==> src/rtl/pc_sequencer.sv <==
// pc_sequencer: program-counter sequencer with a circular return-address stack.
//
// Updates the instruction address once per rising clock edge. Supported moves
// are hold, increment, conditional relative jump and conditional absolute
// jump. Calls push the return address (PC + 1) onto the return-address stack
// (RAS), and returns pop it. A stall input freezes all state for that cycle.
//
// Ports:
//   clk                 system clock; all state updates on the rising edge
//   reset               asynchronous, active-low reset
//   stall               1 = hold PC, RAS, count and flags; taken is cleared
//   BC                  branch condition; a conditional move is taken when BC == |D
//   PS                  update select: 0 HOLD, 1 INC, 2 REL, 3 ABS,
//                       4 CALL_REL, 5 CALL_ABS, 6 RET, 7 same as INC
//   D                   register operand; supplies the condition and the absolute target
//   offset              signed relative offset, applied to PC + 1
//   instruction_address current PC (registered)
//   taken               registered; 1 after a rel/abs/pop redirect
//   ras_count           number of valid RAS entries (registered)
//   ras_overflow        sticky; set when a push discards the oldest entry
//   ras_underflow       sticky; set when a return is issued on an empty RAS
module pc_sequencer #(
  parameter int                ADDR_W       = 16,
  parameter int                D_W          = 16,
  parameter int                OFFSET_W     = 8,
  parameter int                RAS_DEPTH    = 4,
  parameter logic [ADDR_W-1:0] RESET_VECTOR = '0
) (
  input  logic                           clk,
  input  logic                           reset,
  input  logic                           stall,
  input  logic                           BC,
  input  logic [2:0]                     PS,
  input  logic [D_W-1:0]                 D,
  input  logic signed [OFFSET_W-1:0]     offset,
  output logic [ADDR_W-1:0]              instruction_address,
  output logic                           taken,
  output logic [$clog2(RAS_DEPTH):0]     ras_count,
  output logic                           ras_overflow,
  output logic                           ras_underflow
);

  localparam int PTR_W = $clog2(RAS_DEPTH);
  localparam int CNT_W = PTR_W + 1;
  localparam logic [CNT_W-1:0] FULL = CNT_W'(RAS_DEPTH);

  localparam logic [2:0] PS_HOLD     = 3'd0;
  localparam logic [2:0] PS_INC      = 3'd1;
  localparam logic [2:0] PS_REL      = 3'd2;
  localparam logic [2:0] PS_ABS      = 3'd3;
  localparam logic [2:0] PS_CALL_REL = 3'd4;
  localparam logic [2:0] PS_CALL_ABS = 3'd5;
  localparam logic [2:0] PS_RET      = 3'd6;

  // Sign-extend (or truncate) the branch offset to the address width.
  function automatic logic [ADDR_W-1:0] sext_offset(input logic signed [OFFSET_W-1:0] o);
    logic signed [ADDR_W-1:0] r;
    r = ADDR_W'(o);
    return r;
  endfunction

  // Zero-extend or truncate the register operand to the address width.
  function automatic logic [ADDR_W-1:0] abs_target(input logic [D_W-1:0] d);
    return ADDR_W'(d);
  endfunction

  logic [ADDR_W-1:0] ras_mem [RAS_DEPTH];
  // wr_ptr addresses the next free slot; the top of stack is wr_ptr - 1.
  // When the stack is full, wr_ptr lands on the oldest entry, so a push
  // overwrites it without extra bookkeeping.
  logic [PTR_W-1:0]  wr_ptr;
  logic [PTR_W-1:0]  top_ptr;

  logic [ADDR_W-1:0] seq_addr;
  logic [ADDR_W-1:0] rel_addr;
  logic [ADDR_W-1:0] abs_addr;
  logic              cond;

  logic [ADDR_W-1:0] pc_nxt;
  logic              taken_nxt;
  logic              push;
  logic              pop;
  logic              ovf_set;
  logic              unf_set;
  logic [CNT_W-1:0]  cnt_nxt;
  logic [PTR_W-1:0]  ptr_nxt;

  assign top_ptr  = wr_ptr - PTR_W'(1);
  assign seq_addr = instruction_address + ADDR_W'(1);
  assign rel_addr = seq_addr + sext_offset(offset);
  assign abs_addr = abs_target(D);
  assign cond     = (BC == (|D));

  // Next-state selection
  always_comb begin
    pc_nxt    = instruction_address;
    taken_nxt = 1'b0;
    push      = 1'b0;
    pop       = 1'b0;
    unf_set   = 1'b0;
    if (!stall) begin
      case (PS)
        PS_HOLD: pc_nxt = instruction_address;
        PS_INC:  pc_nxt = seq_addr;
        PS_REL: begin
          pc_nxt    = cond ? rel_addr : seq_addr;
          taken_nxt = cond;
        end
        PS_ABS: begin
          pc_nxt    = cond ? abs_addr : seq_addr;
          taken_nxt = cond;
        end
        PS_CALL_REL: begin
          pc_nxt    = rel_addr;
          taken_nxt = 1'b1;
          push      = 1'b1;
        end
        PS_CALL_ABS: begin
          pc_nxt    = abs_addr;
          taken_nxt = 1'b1;
          push      = 1'b1;
        end
        PS_RET: begin
          if (ras_count != '0) begin
            pc_nxt    = ras_mem[top_ptr];
            taken_nxt = 1'b1;
            pop       = 1'b1;
          end else begin
            pc_nxt  = seq_addr;
            unf_set = 1'b1;
          end
        end
        default: pc_nxt = seq_addr;
      endcase
    end
  end

  always_comb begin
    cnt_nxt = ras_count;
    ptr_nxt = wr_ptr;
    ovf_set = 1'b0;
    if (push) begin
      ptr_nxt = wr_ptr + PTR_W'(1);
      if (ras_count == FULL) begin
        ovf_set = 1'b1;
      end else begin
        cnt_nxt = ras_count + CNT_W'(1);
      end
    end else if (pop) begin
      ptr_nxt = top_ptr;
      cnt_nxt = ras_count - CNT_W'(1);
    end
  end

  // State registers
  always_ff @(posedge clk or negedge reset) begin
    if (!reset) begin
      instruction_address <= RESET_VECTOR;
      taken               <= 1'b0;
      ras_count           <= '0;
      wr_ptr              <= '0;
      ras_overflow        <= 1'b0;
      ras_underflow       <= 1'b0;
    end else begin
      instruction_address <= pc_nxt;
      taken               <= taken_nxt;
      ras_count           <= cnt_nxt;
      wr_ptr              <= ptr_nxt;
      ras_overflow        <= ras_overflow | ovf_set;
      ras_underflow       <= ras_underflow | unf_set;
    end
  end

  // Stack storage; validity is governed by ras_count, so no reset is needed.
  always_ff @(posedge clk) begin
    if (push) begin
      ras_mem[wr_ptr] <= seq_addr;
    end
  end

endmodule

==> config.mk <==
export PLATFORM = sky130hd
export DESIGN_NAME = pc_sequencer
export DESIGN_NICKNAME = d
export VERILOG_FILES = /design/src/rtl/pc_sequencer.sv
export SDC_FILE = /design/constraint.sdc
export NUM_CORES = 1
export LEC_CHECK = 0
export CORE_ASPECT_RATIO = 1.75
export CORE_MARGIN = 2
export CORE_UTILIZATION = 56
export DETAILED_ROUTE_END_ITERATION = 10
export PLACE_DENSITY = 0.79
export REMOVE_ABC_BUFFERS = 1
export SYNTH_ARGS = -nofsm -noshare
export SYNTH_HDL_FRONTEND = slang
export SYNTH_SLANG_ARGS = --single-unit
export TNS_END_PERCENT = 20
==> constraint.sdc <==
create_clock -name clk -period 5.1 [get_ports clk]
set_clock_uncertainty 0.1 [all_clocks]
set_input_delay 1.53 -clock clk [delete_from_list [all_inputs] [get_ports clk]]
set_output_delay 1.53 -clock clk [all_outputs]
set_load 0.05 [all_outputs]
==> run_results.csv, run 1 <==
group,metric,value,unit
status,status,"completed",
timing,period_needed,4060,ps
timing,finalWorstSetupSlack,1040,ps
placed_design,dpl_worst_slack,805,ps
cts,numClockSinks,88,
global_routing,grt_first_pass_wirelength,21.6,mm
timing,fin_crit_sh,0.795,
cells_and_area,n_antenna_cell,0,
yosys,synth_cell_types,71,
timing,finalHoldViolations,0,
cts,clkTransAtPathRegs,60,ps
cts,cts_resized,0,
detailed_routing,via_count,4009,
cts,cts_setup_buffers,0,
detailed_routing,vias_per_cell,6.73,
detailed_routing,drt-pass1-iter-count,7,
worst_setup_path,crit_type,"register to register",
detailed_routing,wire_per_inst,23.0,um
cells_and_area,mostFrequentLayoutCells,"64 x edfxtp_1, 52 x clkdlybuf4s50_1, 31 x nand2_1",
cells_and_area,layout.nets,526,
cts,clk_latency,340,ps
floorplanning,dieArea,9860,um^2
placed_design,dp_hpwl,9.91,mm
power_and_ir_drop,pwr-share-clk,0.194,
global_routing,overflow,0,
placed_design,gp_congestion,1.01,
global_routing,grt.total_usage,0.292,
yosys,synth_seq_area_share,0.497,
worst_setup_path,arrival,4170,ps
floorplanning,core,8920,um^2
yosys,ys_ff_latch,88,
worst_setup_path,reg2reg_from,"instruction_address[3]",
worst_setup_path,critical_path.max_fanout,8,
hold_path,hp-class,"register to register",
worst_setup_path,cp-endpoint,"instruction_address[15]",
power_and_ir_drop,peakVddDrop,0.000281,V
worst_setup_path,rr_endpoint,"instruction_address[15]",
cells_and_area,stdcell_area,6020,um^2
cells_and_area,fill_cells,658,
cts,cts_buffers,9,
timing,rsz0062_at_grt,"false",
power_and_ir_drop,p_int,1.98,mW
worst_setup_path,r2r_setup_slack,1040,ps
cells_and_area,final_common_cell,"edfxtp_1",
yosys,synthCells,419,
global_routing,antenna_found_initial,0,
yosys,synthTopCellsByArea,"edfxtp_1 38%, dfrtp_1 12%, mux4_2 7.1%",
yosys,syn_avg_cell_area,12.1,um^2
yosys,synth_edf_count,64,
cells_and_area,final-instance-count-excl-fill,596,
placed_design,numPortBuffers,52,
cts,h-tree-depth,3,
job,drv_cap,0,
yosys,syn-cell-area,5070,um^2
cts,tritoncts,"built",
global_routing,grt_pass1_vias,3996,
timing,final_max_slew_viol_count,0,
detailed_routing,drc,0,
timing,tightest_slew,901,ps
power_and_ir_drop,comb_power_share,0.487,
timing,finalSetupViolations,0,
worst_setup_path,crit_path_start,"instruction_address[3]",
worst_setup_path,r2r_cells,10,
detailed_routing,wl,13.7,mm
cts,postCtsHoldBufs,0,
floorplanning,fp-row-count,46,
placed_design,placed_cells,580,
timing,fin_tns_setup,0,ps
worst_setup_path,crit_path_start_kind,"register",
yosys,synth_area_leader_cell,"edfxtp_1",
yosys,yosys_warnings,0,
timing,max_slew_margin,0.400,
yosys,async_flop_share,0.273,
power_and_ir_drop,leakage,2.19,nW
yosys,synth_top_area_frac,0.379,
detailed_routing,drt-initial-drc-count,382,
global_routing,grt_max_degree,25,
floorplanning,dieWidth,75.9,um
power_and_ir_drop,switching_share,0.409,
power_and_ir_drop,p_switching,1.37,mW
power_and_ir_drop,p_per_area,556,nW/um^2
power_and_ir_drop,seqPwrFrac,0.319,
floorplanning,die_h,130,um
detailed_routing,ant_nets,0,
cts,cts-root-buf,"clkbuf_16",
cts,clockBufferDepth,2,
timing,max_freq,247,MHz
floorplanning,initial_utilization,0.568,
yosys,synth_ff_type,"edfxtp_1",
worst_setup_path,cp.required,5210,ps
floorplanning,io-pin-count,53,
power_and_ir_drop,p_total,3.35,mW
placed_design,place_area,5730,um^2
worst_setup_path,end_kind,"register",
cells_and_area,synthToLayoutAreaGrowth,18.6,%
cells_and_area,drive_above_1_share,0.124,
## worst max-delay path, stage by stage (launching register included)
cell and delay, ps:
dfrtp_1 470, and4_1 350, and4_1 430, xor2_1 500
ha_1 440, and2_4 220, and4_4 180, a211o_4 360
a221o_1 410, a311oi_1 350, a2bb2oi_1 110
## how the worst min path moves through the flow
stage	from	to	depth (start not counted)
after floorplan	wr_ptr[1]	wr_ptr[1]	2
after global placement	ras_overflow	ras_overflow	1
final	ras_underflow	ras_underflow	1
after detailed placement	ras_overflow	ras_overflow	1
after global routing	ras_overflow	ras_overflow	1
after CTS	ras_overflow	ras_overflow	1
## through the flow
step / hold WS (ps) / utilization
2_1_floorplan: 480 / -
3_3_place_gp: 357 / 0.642
3_5_place_dp: 369 / 0.642
4_1_cts: 385 / 0.674
5_1_grt: 396 / 0.674
6_report: 382 / 0.674
## flip-flops by register name, indices dropped and copies added, names as in the netlist
name / cells
wr_ptr: 2
ras_mem: 64
instruction_address: 16
taken: 1
ras_count: 3
ras_overflow: 1
ras_underflow: 1
## area by class of cell
class                   count  area (um^2)  area share
flip-flops and latches     88         2520       0.419
repair buffers             63          603       0.100
multi-input cells         303         2430       0.404
clock buffers              10          229      0.0381
inverters                   6         22.5     0.00374
clock inverters             6         60.1     0.00998
well taps                 120          150      0.0250
## metal layers
layer | global-route usage | vias up | share of wire
met5 | 0 | - | 0
met4 | 0.188 | 0 | 0.060
met3 | 0.0477 | 68 | 0.069
met2 | 0.490 | 224 | 0.50
met1 | 0.352 | 1965 | 0.37
li1 | - | 1752 | -
## synthesized netlist by cell type (7+ instances only)
| library cell | number |
|---|---|
| a21o_1 | 7 |
| a21oi_1 | 20 |
| a31oi_1 | 13 |
| clkbuf_1 | 15 |
| dfrtp_1 | 24 |
| edfxtp_1 | 64 |
| ha_1 | 22 |
| mux4_2 | 16 |
| nand2_1 | 31 |
| nand3_1 | 11 |
| nor2_1 | 26 |
| nor3_1 | 9 |
| o21ai_0 | 14 |
| xnor2_1 | 18 |
## cells by family after synthesis
logic type      share of synthesized area
simple gates                        0.123
compound gates                      0.160
flops                               0.497
buf+inv                            0.0237
xor+xnor                           0.0491
fa+ha+maj                          0.0622
mux                                0.0841
## power groups by stage
stage | Sequential (mW) | Combinational (mW) | Clock, mW
after floorplan | 1.30 | 0.890 | 0
after global placement | 1.07 | 1.57 | 0
after detailed placement | 1.08 | 1.61 | 0
after CTS | 1.06 | 1.62 | 0.648
after global routing | 1.08 | 1.75 | 0.680
final | 1.07 | 1.63 | 0.647
No activity file was read; power rests on OpenSTA's default activity.
==> run 2, diff against run 1 <==
--- a/config.mk
+++ b/config.mk
@@ -7,9 +7,9 @@
 export LEC_CHECK = 0
 export CORE_ASPECT_RATIO = 1.75
 export CORE_MARGIN = 2
-export CORE_UTILIZATION = 56
+export CORE_UTILIZATION = 52
 export DETAILED_ROUTE_END_ITERATION = 10
-export PLACE_DENSITY = 0.79
+export PLACE_DENSITY = 0.77
 export REMOVE_ABC_BUFFERS = 1
 export SYNTH_ARGS = -nofsm -noshare
 export SYNTH_HDL_FRONTEND = slang
==> constraint.sdc (replaced) <==
create_clock -name clk -period 3.41 [get_ports clk]
set_clock_uncertainty 0.1 [all_clocks]
set_input_delay 1.023 -clock clk [delete_from_list [all_inputs] [get_ports clk]]
set_output_delay 1.023 -clock clk [all_outputs]
set_load 0.05 [all_outputs]
==> run 2 against run 1 <==
Clock-buffer cell count fell by 1. Die area rose by 7.4%. Highest routed layer unchanged. Critical path depth shrank 1. Global-route usage rose by 0.82 points. First-iteration DRC count increased by 21%. Final cell count up 13%. Core utilization rose by 3.7 points. Via count is 7.7% higher. Sequential share of layout area shrank 4.4 points. Combinational power increased by 80%.
==> run_results.csv, run 2 (same netlist as run 1, synthesis figures left out) <==
group,metric,value,unit
global_routing,grt_pass1_vias,4407,
global_routing,grt.total_usage,0.300,
worst_setup_path,cp.required,3510,ps
timing,max_freq,298,MHz
worst_setup_path,crit_type,"primary input to register",
cts,cts-root-buf,"clkbuf_16",
detailed_routing,vias_per_cell,6.41,
floorplanning,dieArea,10600,um^2
cells_and_area,regMostFlops,"ras_mem",
timing,finalSetupViolations,0,
cells_and_area,n_antenna_cell,0,
timing,period_needed,3360,ps
job,drv_cap,0,
global_routing,antenna_found_initial,0,
cells_and_area,fill_cells,690,
timing,finalWorstSetupSlack,51.3,ps
cts,tritoncts,"built",
cells_and_area,synthToLayoutAreaGrowth,32.8,%
cts,cts_buffers,9,
cells_and_area,drive_above_1_share,0.263,
detailed_routing,wire_per_inst,22.1,um
timing,rsz0062_at_grt,"true",
floorplanning,initial_utilization,0.536,
cells_and_area,stdcell_area,6730,um^2
cts,postCtsHoldBufs,0,
status,status,"completed",
worst_setup_path,critPathTopFamily,"compound AO/OA/AOI/OAI gates",
floorplanning,core,9470,um^2
placed_design,dp_hpwl,11.2,mm
worst_setup_path,crit_slowest_cell,"o311ai_1",
detailed_routing,drt-pass1-iter-count,5,
cts,h-tree-depth,3,
placed_design,dpl_worst_slack,-399,ps
worst_setup_path,critical_path.max_fanout,4,
cts,clkTransAtPathRegs,70,ps
floorplanning,dieWidth,78.7,um
cells_and_area,mostFrequentLayoutCells,"82 x buf_4, 64 x edfxtp_1, 52 x clkdlybuf4s50_1",
power_and_ir_drop,p_per_area,833,nW/um^2
timing,finalHoldViolations,0,
timing,max_slew_margin,0.644,
timing,tightest_slew,526,ps
worst_setup_path,arrival,3460,ps
floorplanning,io-pin-count,53,
detailed_routing,ant_nets,0,
global_routing,grt_first_pass_wirelength,23.4,mm
placed_design,place_area,6340,um^2
hold_path,hp-class,"register to register",
power_and_ir_drop,peakVddDrop,0.000497,V
cts,clk_latency,350,ps
detailed_routing,drt-initial-drc-count,461,
global_routing,grt_max_degree,25,
cells_and_area,largest_reg_flops,64,
cts,numClockSinks,88,
power_and_ir_drop,p_total,5.61,mW
detailed_routing,wl,14.9,mm
worst_setup_path,crit_path_start_kind,"primary input",
global_routing,overflow,0,
timing,fin_crit_sh,0.985,
cells_and_area,top_regs,"ras_mem: 64 flops, instruction_address: 16 flops, ras_count: 3 flops",
floorplanning,fp-row-count,47,
power_and_ir_drop,leakage,2.61,nW
worst_setup_path,crit_buf_inv,2,
detailed_routing,drc,0,
timing,final_max_slew_viol_count,0,
worst_setup_path,end_kind,"register",
cells_and_area,layout.nets,601,
worst_setup_path,max_stage_delay,490,ps
cells_and_area,final_common_cell,"buf_4",
cts,clockBufferDepth,2,
floorplanning,die_h,135,um
worst_setup_path,crit_chain,"clkdlybuf4s50_1, ha_1, fa_1, a21o_1, nand4_1, a32oi_2, buf_4, o311ai_1, a31oi_1",
detailed_routing,via_count,4316,
placed_design,gp_congestion,0.968,
placed_design,numPortBuffers,52,
cts,cts_setup_buffers,0,
run 2: final cells by class:
class	count	area (um^2)	area share
multi-input cells	303	2480	0.368
clock inverters	7	113	0.0167
well taps	122	153	0.0227
flip-flops and latches	88	2520	0.375
inverters	6	22.5	0.00334
clock buffers	9	225	0.0334
repair buffers	138	1220	0.181
run 2: final timing paths:
kind | startpoint | to | slack [ps] | cells past startpoint
worst max-delay path | offset[0] | instruction_address[12] | 50 | 9
worst min register to register | ras_underflow | ras_underflow | 380 | 1
worst max register to register | instruction_address[4] | instruction_address[11] | 110 | 10
min in group asynchronous | reset | ras_underflow | 940 | 2
worst min-delay path | ras_underflow | ras_underflow | 380 | 1
max in group asynchronous | reset | instruction_address[4] | 1990 | 2
run 2: stage by stage:
stage                     TNS, ps  hold slack (ps)  std cells  utilization
final                           0              377        673        0.711
after global routing        -24.0              395        673        0.711
after CTS                       0              382        673        0.707
after detailed placement    -2720              367        657        0.670
after global placement      -2150              360        657        0.670
after floorplan              -236              480        397            -
run 2: power by group:
part	switching (mW)	leakage (nW)	internal, mW	total (mW)
sequential	0.156	0.853	1.41	1.56
combinational	1.65	1.59	1.29	2.94
clock	0.444	0.161	0.658	1.10
run 2: per-layer routing:
layer  global-route usage  part of all wire  up-vias
met5                    0                 0        -
met4                0.172             0.071        0
met3               0.0602             0.055       81
met2                0.520              0.52      227
met1                0.339              0.36     2100
li1                     -                 -     1908
run 2: what timing repair did:
item                                    CTS  global route
endpoints found under the setup margin    6             6
pin swaps                                 0             1
gates resized for setup                   3             9
hold endpoints to repair                  0             0
==> RTL change (flow settings as in run 2) <==
`RAS_DEPTH`: 4 -> 8.
--- a/src/rtl/pc_sequencer.sv
+++ b/src/rtl/pc_sequencer.sv
@@ -24,5 +24,5 @@
   parameter int                D_W          = 16,
   parameter int                OFFSET_W     = 8,
-  parameter int                RAS_DEPTH    = 4,
+  parameter int                RAS_DEPTH    = 8,
   parameter logic [ADDR_W-1:0] RESET_VECTOR = '0
 ) (
Ports: changed (resized ras_count); port bits go from 53 to 54. The function was not compared with the original's and may differ.
==> RTL change against run 2 <==
Power increased by 59%. Register-to-register slack improved by 0.06 ns. Critical path depth increased by 1. Area after synthesis increased by 50%. Setup slack improved by 0.12 ns. Clock power increased by 73%. Sequential cell count increased by 66. Final area increased by 40%. Routed wire length increased by 37%. Critical path type is now flop to flop. Critical endpoint is now instruction_address[13]. Highest routed layer unchanged.
==> RTL change: results (changes against run 2) <==
Status
  – Status: finished, final reports clean

Final layout
  – Num sequential: 154 (+75%)
  – Fraction of layout instances using a drive strength above 1: 24.4% (-1.9 points)
  – Final nets: 707 (+18%)
  – Final core occ: 65.6% (-5.5 points)
  – Signal buffers: 123 (-11%)
  – Fillers: 1,029 (+49%)

Clock network
  – PostCTS Resize Cnt: 1 (-2)
  – Total CTS buffers: 17 (+8)

Synth
  – Synth Area in Compound Gates: 9.82% (-6.2 points)
  – Avg Inst Size Synth: 14.1 sq um (+17%)
  – Netlist cell types: 62 (-13%)
  – Mux share of post-synthesis cell area: 11.2% (+2.8 points)
  – Sequential fraction of the synthesis area: 59.1% (+9.4 points)

GRT
  – GR Layer Usage met3: 5.32% (-0.69 points)
  – Largest net degree at the start of global routing: 27 (+8.0%)
  – GR Util met2: 46.1% (-5.9 points)
  – Total Routing Usage GR: 27.4% (-2.6 points)
  – Vias in the first global route: 5,424 (+23%)
  – First-pass GRT wire length: 30,500 microns (+30%)

STA
  – Worst Tran Pin Value: 1.03 ns (+0.503 ns)
  – Hold Slack: 0.370 ns (-0.00698 ns)

Floorplanning
  – Core area: 14,400 sq um (+52%)

Placement
  – GP Congestion: 0.899 (-7.2%)
  – Place WS: -0.133 ns (+0.267 ns)
  – Placement Cell Area: 8790 sq um (+39%)

Power
  – P_sw: 3600 uW (+60%)
  – Pleak: 0.00336 uW (+29%)
  – Peak supply drop: 0.508 mV (+2.2%)
  – P per Cell Area: 945 nW/um^2 (+14%)
  – Power in the clock group: 1900 uW (+73%)

Worst setup path
  – FF-to-FF setup slack: 0.17 ns (+0.06 ns)
  – Worst R2R End: instruction_address[13]

Routing
  – Met1 wire length: 7220 microns (+37%)

Min path
  – Hold Crit Start: ras_overflow
## RTL change: cell count changes in the layout (fill, tap and decap cells not counted), moves of 6 or more
cell / before / now
buf_4: 82 / 66
o21ai_0: 14 / 20
xor2_1: 4 / 12
nand2_1: 31 / 45
mux2i_1: 1 / 12
a21oi_1: 20 / 34
nor3_1: 9 / 3
mux4_2: 16 / 32
edfxtp_1: 64 / 128
a31oi_1: 12 / 2
nor2_1: 26 / 34
clkbuf_16: 9 / 17
## RTL change: how the worst max path moves through the flow
stage,start,end,slack (ns)
6_report,instruction_address[5],instruction_address[13],0.17
5_1_grt,instruction_address[5],instruction_address[13],0.04
4_1_cts,instruction_address[0],instruction_address[13],0.14
3_5_place_dp,PS[0],instruction_address[14],-0.13
3_3_place_gp,offset[0],instruction_address[12],-0.05
2_1_floorplan,wr_ptr[0],instruction_address[4],-0.56
